===== config.mk =====
export PLATFORM = sky130hd
export DESIGN_NAME = port_rd_sram_matcher
export DESIGN_NICKNAME = d
export VERILOG_FILES = /design/src/rtl/hydra_pkg.sv /design/src/rtl/port_rd_sram_matcher.sv
export SDC_FILE = /design/constraint.sdc
export NUM_CORES = 1
export LEC_CHECK = 0
export BUFFER_PORTS_ARGS = -buffer_cell sky130_fd_sc_hd__buf_4
export CAP_MARGIN = 0
export CORE_MARGIN = 1.5
export CORE_UTILIZATION = 50
export DETAILED_ROUTE_END_ITERATION = 8
export PLACE_DENSITY = 0.8
export SLEW_MARGIN = 20
export SYNTH_ARGS = -nofsm -noshare
export SYNTH_HDL_FRONTEND = slang
export SYNTH_SLANG_ARGS = --single-unit

===== constraint.sdc =====
create_clock -name clk -period 3.01 [get_ports clk]
set_input_delay 0.4515 -clock clk [delete_from_list [all_inputs] [get_ports clk]]
set_output_delay 0.4515 -clock clk [all_outputs]
set_load 0.005 [all_outputs]

===== src/rtl/hydra_pkg.sv =====
// Shared widths and state encodings for the per-port SRAM matchers.
package hydra_pkg;

  localparam int unsigned SRAM_NUM   = 32;
  localparam int unsigned SRAM_IDX_W = 5;
  localparam int unsigned TS_W       = 8;
  localparam int unsigned AMOUNT_W   = 9;
  localparam int unsigned TICK_W     = 5;

  typedef enum logic [1:0] {
    IDLE = 2'd0,
    SCAN = 2'd1,
    DONE = 2'd2
  } rd_match_state_t;

endpackage


===== src/rtl/port_rd_sram_matcher.sv =====
// Read-side SRAM matcher: scans rotator status one SRAM per cycle and picks the
// accessible SRAM holding this port's oldest head packet.
module port_rd_sram_matcher
  import hydra_pkg::*;
(
  input  logic                  clk,
  input  logic                  rst_n,
  input  logic [TICK_W-1:0]     match_threshold,
  input  logic                  match_enable,
  output logic                  match_suc,
  input  logic [SRAM_IDX_W-1:0] matching_sram,
  input  logic                  accessible,
  input  logic [AMOUNT_W-1:0]   packet_amount,
  input  logic [TS_W-1:0]       head_timestamp,
  input  logic [TS_W-1:0]       current_time,
  output logic [SRAM_IDX_W-1:0] matching_best_sram,
  output logic [TS_W-1:0]       best_age,
  output logic                  update_matched_sram
);

  rd_match_state_t       state_q, state_d;
  logic                  find_q, find_d;
  logic                  suc_q, suc_d;
  logic [TICK_W-1:0]     tick_q, tick_d;
  logic [SRAM_IDX_W-1:0] best_q, best_d;
  logic [TS_W-1:0]       best_age_q, best_age_d;

  logic [TS_W-1:0]       age;
  logic                  candidate;
  logic                  is_best;

  always_comb begin
    // Modulo-256 subtraction keeps ages correct across time wrap-around.
    age        = current_time - head_timestamp;
    candidate  = accessible && (packet_amount != '0);
    is_best    = (matching_sram == best_q);

    state_d    = state_q;
    find_d     = find_q;
    suc_d      = 1'b0;
    tick_d     = '0;
    best_d     = best_q;
    best_age_d = best_age_q;

    unique case (state_q)
      IDLE: begin
        if (match_enable) state_d = SCAN;
      end
      SCAN: begin
        if (!match_enable) begin
          state_d    = IDLE;
          find_d     = 1'b0;
          best_age_d = '0;
        end else begin
          tick_d = (tick_q == match_threshold) ? tick_q : tick_q + 1'b1;
          if (find_q && (tick_q == match_threshold)) begin
            state_d = DONE;
            suc_d   = 1'b1;
          end
          if (candidate && ((age >= best_age_q) || is_best)) begin
            best_d     = matching_sram;
            best_age_d = age;
            find_d     = 1'b1;
          end else if (!candidate && is_best && find_q) begin
            find_d     = 1'b0;
            best_age_d = '0;
          end
        end
      end
      DONE: begin
        state_d    = IDLE;
        find_d     = 1'b0;
        best_age_d = '0;
      end
      default: begin
        state_d    = IDLE;
        find_d     = 1'b0;
        best_age_d = '0;
      end
    endcase
  end

  always_ff @(posedge clk or negedge rst_n) begin
    if (!rst_n) begin
      state_q    <= IDLE;
      find_q     <= 1'b0;
      suc_q      <= 1'b0;
      tick_q     <= '0;
      best_q     <= '0;
      best_age_q <= '0;
    end else begin
      state_q    <= state_d;
      find_q     <= find_d;
      suc_q      <= suc_d;
      tick_q     <= tick_d;
      best_q     <= best_d;
      best_age_q <= best_age_d;
    end
  end

  assign match_suc           = suc_q;
  assign matching_best_sram  = best_q;
  assign best_age            = best_age_q;
  assign update_matched_sram = (state_q == SCAN) && find_q;

endmodule


==> results of run 1 <==
[per-layer routing]
metal | global-route usage, % | share of wire (%) | wire length [um] | up-vias
li1 | - | - | - | 663
met1 | 25.8 | 42 | 1510 | 641
met2 | 41.9 | 54 | 1920 | 33
met3 | 3.79 | 3.4 | 120 | 2
met4 | 6.98 | 0.48 | 17 | 0
met5 | 0 | 0 | 0 | -
[report_power, final]
part           total (mW)  switching [mW]  internal, mW
Combinational       0.511           0.207         0.305
Sequential          0.405          0.0545         0.350
Clock               0.168          0.0937        0.0739
Total                1.08           0.355         0.729
[sequential cells by signal (all words and copies together), names as in the netlist]
| name | flops |
|---|---|
| matching_best_sram | 5 |
| state_q | 2 |
| find_q | 1 |
| tick_q | 5 |
| best_age | 8 |
| match_suc | 1 |
[what timing repair did]
action / CTS / global route
pin swaps: 0 / 7
endpoints found under the hold margin: 0 / 0
resized for setup: 2 / 11
cloned: 0 / 0
setup endpoints to repair: 14 / 13
setup buffers: 0 / 1
hold buffers: 0 / 0
[cells in the mapped netlist, types with 3 or more instances]
| master | count |
|---|---|
| a22o_1 | 8 |
| xnor2_1 | 12 |
| dfrtp_1 | 22 |
| mux2_2 | 4 |
| xor2_1 | 8 |
| a21oi_1 | 9 |
| inv_1 | 19 |
| ha_1 | 16 |
| nand2_1 | 4 |
| o21ai_0 | 3 |
| nand3_1 | 3 |
| nor2_1 | 13 |
[worst max-delay path: stages]
cell	delay [ns]
buf_4	0.12
inv_4	0.06
ha_4	0.19
a21o_1	0.16
a41o_1	0.19
o41a_1	0.41
xnor2_2	0.16
ha_1	0.34
nand4_1	0.11
nor2_1	0.10
a211o_1	0.18
nor2b_4	0.35
mux2_4	0.34
[through the flow]
stage               hold slack [ns]  area, um2
global route                0.00266       2220
floorplan                     0.156       1600
CTS                         0.00413       2160
finish                    -0.000108       2220
global placement              0.355       2110
detailed placement            0.359       2110
[area by class of cell]
class | count | area, um2 | area share, %
clock buffers | 4 | 36.3 | 1.64
inverters | 19 | 86.3 | 3.90
multi-input cells | 110 | 992 | 44.8
flip-flops and latches | 22 | 551 | 24.8
well taps | 31 | 38.8 | 1.75
repair buffers | 65 | 512 | 23.1
[worst paths after layout]
| check | endpoint | start |
|---|---|---|
| setup / recovery | matching_best_sram[4] | head_timestamp[1] |
| hold / removal | tick_q[4] | rst_n |
| setup reg to reg | best_age[2] | best_age[1] |
| hold reg to reg | state_q[0] | state_q[1] |
| max in group asynchronous | best_age[7] | rst_n |
| min in group clk | state_q[0] | match_enable |
[cells by family after synthesis]
logic type	Yosys count	synth area share (%)
buffers and inverters	21	5.74
AO/OA/AOI/OAI	31	15.6
multiplexers	6	4.59
adder cells (fa/ha/maj)	17	14.4
flip-flops	22	36.1
XOR/XNOR	20	11.5
AND/OR/NAND/NOR	36	12.1
==> reports/metrics.yaml, run 1 <==
rsz0062_at_grt: "true"
ir_drop_v: 0.000390
synth_ff_type: "dfrtp_1"
synth_edf_count: 0
drt-initial-drc-count: 43
io_buffer_count: 53
fin_setup_tns_ns: 0
power.density_nw_per_um2: 489
tightest_slew_ns: 0.550
max_cap_violations: 0
fillerInstances: 187
area_delta_synth_final_pct: 45.3
slew-limit-headroom_pct: 63.1
ant_nets: 0
layout_commonest_cell: "buf_4"
cts-root-buf: "clkbuf_4"
critical_path_peak_fanout: 7
antenna_found_initial: 0
slew_viol_final: 0
fmax_mhz: 340
synth_area_leaders: "dfrtp_1 (36%), ha_1 (13%), xnor2_1 (6.9%)"
coreArea_um2: 2830
synthArstFlopShare_pct: 100
dp_cells: 246
start_kind: "primary input"
yosys_warnings: 0
layout_common_cells: "buf_4 (61), dfrtp_1 (22), inv_1 (14)"
synth_largest_area_cell: "dfrtp_1"
final_layout_size_suffix_gt1_share_pct: 43.2
synth_seq_cells: 22
seq_area_frac_synth_pct: 36.1
arrival_ns: 3.15
syn-instance-count: 153
die_area_um2: 3390
gp_congestion: 0.754
place_ws_ns: -0.572
numCtsBuffers: 3
r2r_cells: 9
grt_pass1_wl_um: 5810
globalRouteOverflowTotal: 0
nets: 277
grt_max_degree: 23
cellLeakagePower_nw: 1.10
final_core_util_pct: 78.3
die_w_um: 58.2
grt_pass1_vias: 1360
holdWs_ns: -0.000108
syn_nets: 209
wl_per_cell_um: 14.2
die_y_um: 58.2
h-tree-depth: 1
cts.sinks: 22
synth_area_per_cell_um2: 9.97
cts_tree: "yes"
timing.final.ws_setup_ns: 0.0673
avgViaCountPerCell: 5.33
finalSetupViolCount: 0
critPathKind: "primary input to flop"
io_pins: 54
rows: 19
post-route-drc-count: 3
total_power_mw: 1.08
period_needed_ns: 2.94
skew_ns: 0.000859
synth_cell_types: 38
hold_class: "primary input to asynchronous set/reset pin"
clk_latency_ns: 0.31
critical_path.endpoint_type: "flop"
initial_core_util_pct: 53.9
routed_wl_um: 3570
antenna_cells: 0
finalNonFillerCells: 251
path_clk_slew_ns: 0.12
grtUsageTotal_pct: 22.4
fin_crit_sh_pct: 97.8
dr.pass1.iters: 7
hold_viol_final: 1
r2r_setup_slack_ns: 0.84
violations: "design-rule violations, negative hold slack"
status: "finished, violations left"
synth_top_area_share_pct: 36.1
post-dp-hpwl_um: 2750
clk_path_buf_depth: 2
required_ns: 3.22
vias: 1339
syn_area_um2: 1530
Note: power is estimated with default switching activity, not from simulation.
==> run 2: changes to the inputs <==
MAX_ROUTING_LAYER = met4   (was unset)
PLACE_DENSITY = 0.9   (was 0.8)
==> run 2 against run 1 <==
Effect of this change: critical endpoint is now matching_best_sram[0]; the run still ends with design-rule violations, negative hold slack left; setup slack improved by 0.030 ns; critical path type unchanged; clock-buffer cell count did not move; via count rose by 5.3%.
==> reports/metrics.yaml, run 2 (synthesis gave the netlist of run 1 again) <==
combPwrFrac_pct: 46.9  # -0.3 points
place_area_um2: 2130  # +1.1%
grt_max_degree: 23  # unchanged
layout_common_cells: "buf_4 (67), dfrtp_1 (22), inv_1 (14)"
grt_pass1_vias: 1430  # +5.1%
clk_path_buf_depth: 2  # unchanged
max_cap_violations: 0  # unchanged
cts.sinks: 22  # unchanged
design_area_um2: 2220  # +0.17%
numCtsBuffers: 3  # unchanged
grtUsageTotal_pct: 23.6  # +1.2 points
rows: 19  # unchanged
io_buffer_count: 53  # unchanged
p_switching_mw: 0.354  # -0.13%
tightest_slew_ns: 0.547  # -0.00343 ns
post-route-drc-count: 3  # unchanged
grt_pass1_wl_um: 5950  # +2.5%
timing.final.ws_setup_ns: 0.0970  # +0.0297 ns
finalSetupViolCount: 0  # unchanged
power.density_nw_per_um2: 488  # -0.23%
die_y_um: 58.2  # unchanged
place_ws_ns: -0.613  # -0.0409 ns
post-dp-hpwl_um: 3080  # +12%
critical_path.endpoint_type: "flop"
cp.buffers_inverters: 3  # +1
required_ns: 3.22  # about the same
slew-limit-headroom_pct: 63.3  # +0.23 points
status: "finished, violations left"
path_delay_family: "adder cells"
fin_crit_sh_pct: 96.8  # -0.99 points
clockPowerShare_pct: 15.2  # -0.3 points
violations: "design-rule violations, negative hold slack"
path_clk_slew_ns: 0.12  # about the same
initial_core_util_pct: 53.9  # unchanged
cts_tree: "yes"
layout_commonest_cell: "buf_4"
slowest_delay_ns: 0.33  # -0.08 ns
vias: 1410  # +5.3%
die_area_um2: 3390  # unchanged
ant_nets: 0  # unchanged
multi_input_area_um2: 973  # -1.9%
period_needed_ns: 2.91  # -0.0297 ns
area_delta_synth_final_pct: 45.5
skew_ns: 0.00167  # +0.000813 ns
die_w_um: 58.2  # unchanged
cts-root-buf: "clkbuf_4"
hold_class: "primary input to asynchronous set/reset pin"
avgViaCountPerCell: 5.53  # +3.7%
critical_path.cell_chain: "buf_6 -> inv_12 -> ha_4 -> inv_2 -> fa_2 -> a21o_1 -> a21oi_2 -> o21bai_1 -> a21oi_1 -> xnor2_1 -> ha_1 -> nand4_1 -> nor2_1 -> a211o_1 -> nor2b_4 -> mux2_4"
dr.pass1.iters: 8  # +1
holdWs_ns: -0.00413  # -0.00402 ns
h-tree-depth: 1  # unchanged
critPathSlowestCell: "fa_2"
final_layout_size_suffix_gt1_share_pct: 43.3  # +0.12 points
p_int_mw: 0.728  # about the same
start_kind: "primary input"
power_frac_seq_pct: 37.9  # +0.5 points
largest_reg_flops: 8  # unchanged
critical_path_peak_fanout: 7  # unchanged
fmax_mhz: 343  # +1.0%
cellLeakagePower_nw: 1.12  # +1.1%
globalRouteOverflowTotal: 0  # unchanged
switching_share_pct: 32.7  # about the same
critPathKind: "primary input to flop"
antenna_cells: 0  # unchanged
antenna_found_initial: 0  # unchanged
ir_drop_v: 0.000300  # -23%
clk_latency_ns: 0.31  # about the same
arrival_ns: 3.12  # -0.03 ns
drt-initial-drc-count: 37  # -14%
hold_viol_final: 7  # +6
nets: 281  # +1.4%
wl_per_cell_um: 15.2  # +7.0%
coreArea_um2: 2830  # unchanged
gp_congestion: 0.787  # +4.3%
register_area_um2: 551  # unchanged
slew_viol_final: 0  # unchanged
fillerInstances: 183  # -2.1%
io_pins: 54  # unchanged
routed_wl_um: 3880  # +8.7%
-- run 2: cell types whose count changed in the layout (fill, tap and decap cells not counted), sizes merged --
cell and change:
buf +4
-- run 2: worst reg2reg max path: stages (launching register included) --
cell      delay (ns)
dfrtp_1         0.40
inv_1           0.06
ha_1            0.30
o21ai_1         0.13
a21oi_1         0.05
or3_1           0.32
a211o_1         0.32
buf_4           0.14
o221ai_2        0.11
buf_4           0.19
a22o_1          0.16
-- run 2: per-stage QoR --
stage                     power, mW  hold WS, ns  TNS (ns)  cells  util, %
final                          1.08     -0.00413         0    255     78.5
after global routing           1.14       0.0129  -0.00203    255     78.5
after CTS                      1.05      0.00732         0    253     77.0
after detailed placement      0.881        0.353     -7.12    249     75.5
after global placement        0.847        0.348     -5.08    249     75.5
after floorplan               0.652        0.156    -0.490    153        -
-- run 2: path summary, 6_finish.rpt --
check | from | to | slack [ns] | cells after the start
setup / recovery | current_time[0] | matching_best_sram[0] | 0.1 | 16
hold / removal | rst_n | state_q[1] | -0.004 | 1
setup reg to reg | best_age[1] | best_age[6] | 0.78 | 10
hold reg to reg | state_q[1] | state_q[0] | 0.52 | 1
max in group asynchronous | rst_n | tick_q[2] | 2.80 | 1
min in group clk | match_enable | state_q[0] | 0.36 | 3
-- run 2: routing by layer --
metal / global-route usage (%) / vias to the layer above / share of wire [%]
met4: 6.31 / 0 / 1.9
li1: - / 672 / -
met1: 23.7 / 686 / 35
met5: - / - / 0
met2: 47.6 / 43 / 59
met3: 2.23 / 9 / 4.2
-- run 2: layout make-up --
cell class | instances | area share, %
Tap cell | 31 | 1.75
Sequential cell | 22 | 24.8
Timing Repair Buffer | 69 | 24.1
Multi-Input combinational cell | 110 | 43.9
Inverter | 19 | 3.89
Clock buffer | 4 | 1.63
-- run 2: power by group through the flow --
stage	logic (mW)	clock network (mW)	registers (mW)
final	0.507	0.165	0.411
after global routing	0.551	0.175	0.416
after CTS	0.480	0.165	0.405
after detailed placement	0.472	0	0.409
after global placement	0.441	0	0.405
after floorplan	0.247	0	0.405
-- run 2: repair_timing --
item	in CTS	in global routing
gates resized for setup	2	6
pin swaps	0	11
setup buffers	0	2
endpoints found under the setup margin	14	13
hold buffers	0	0
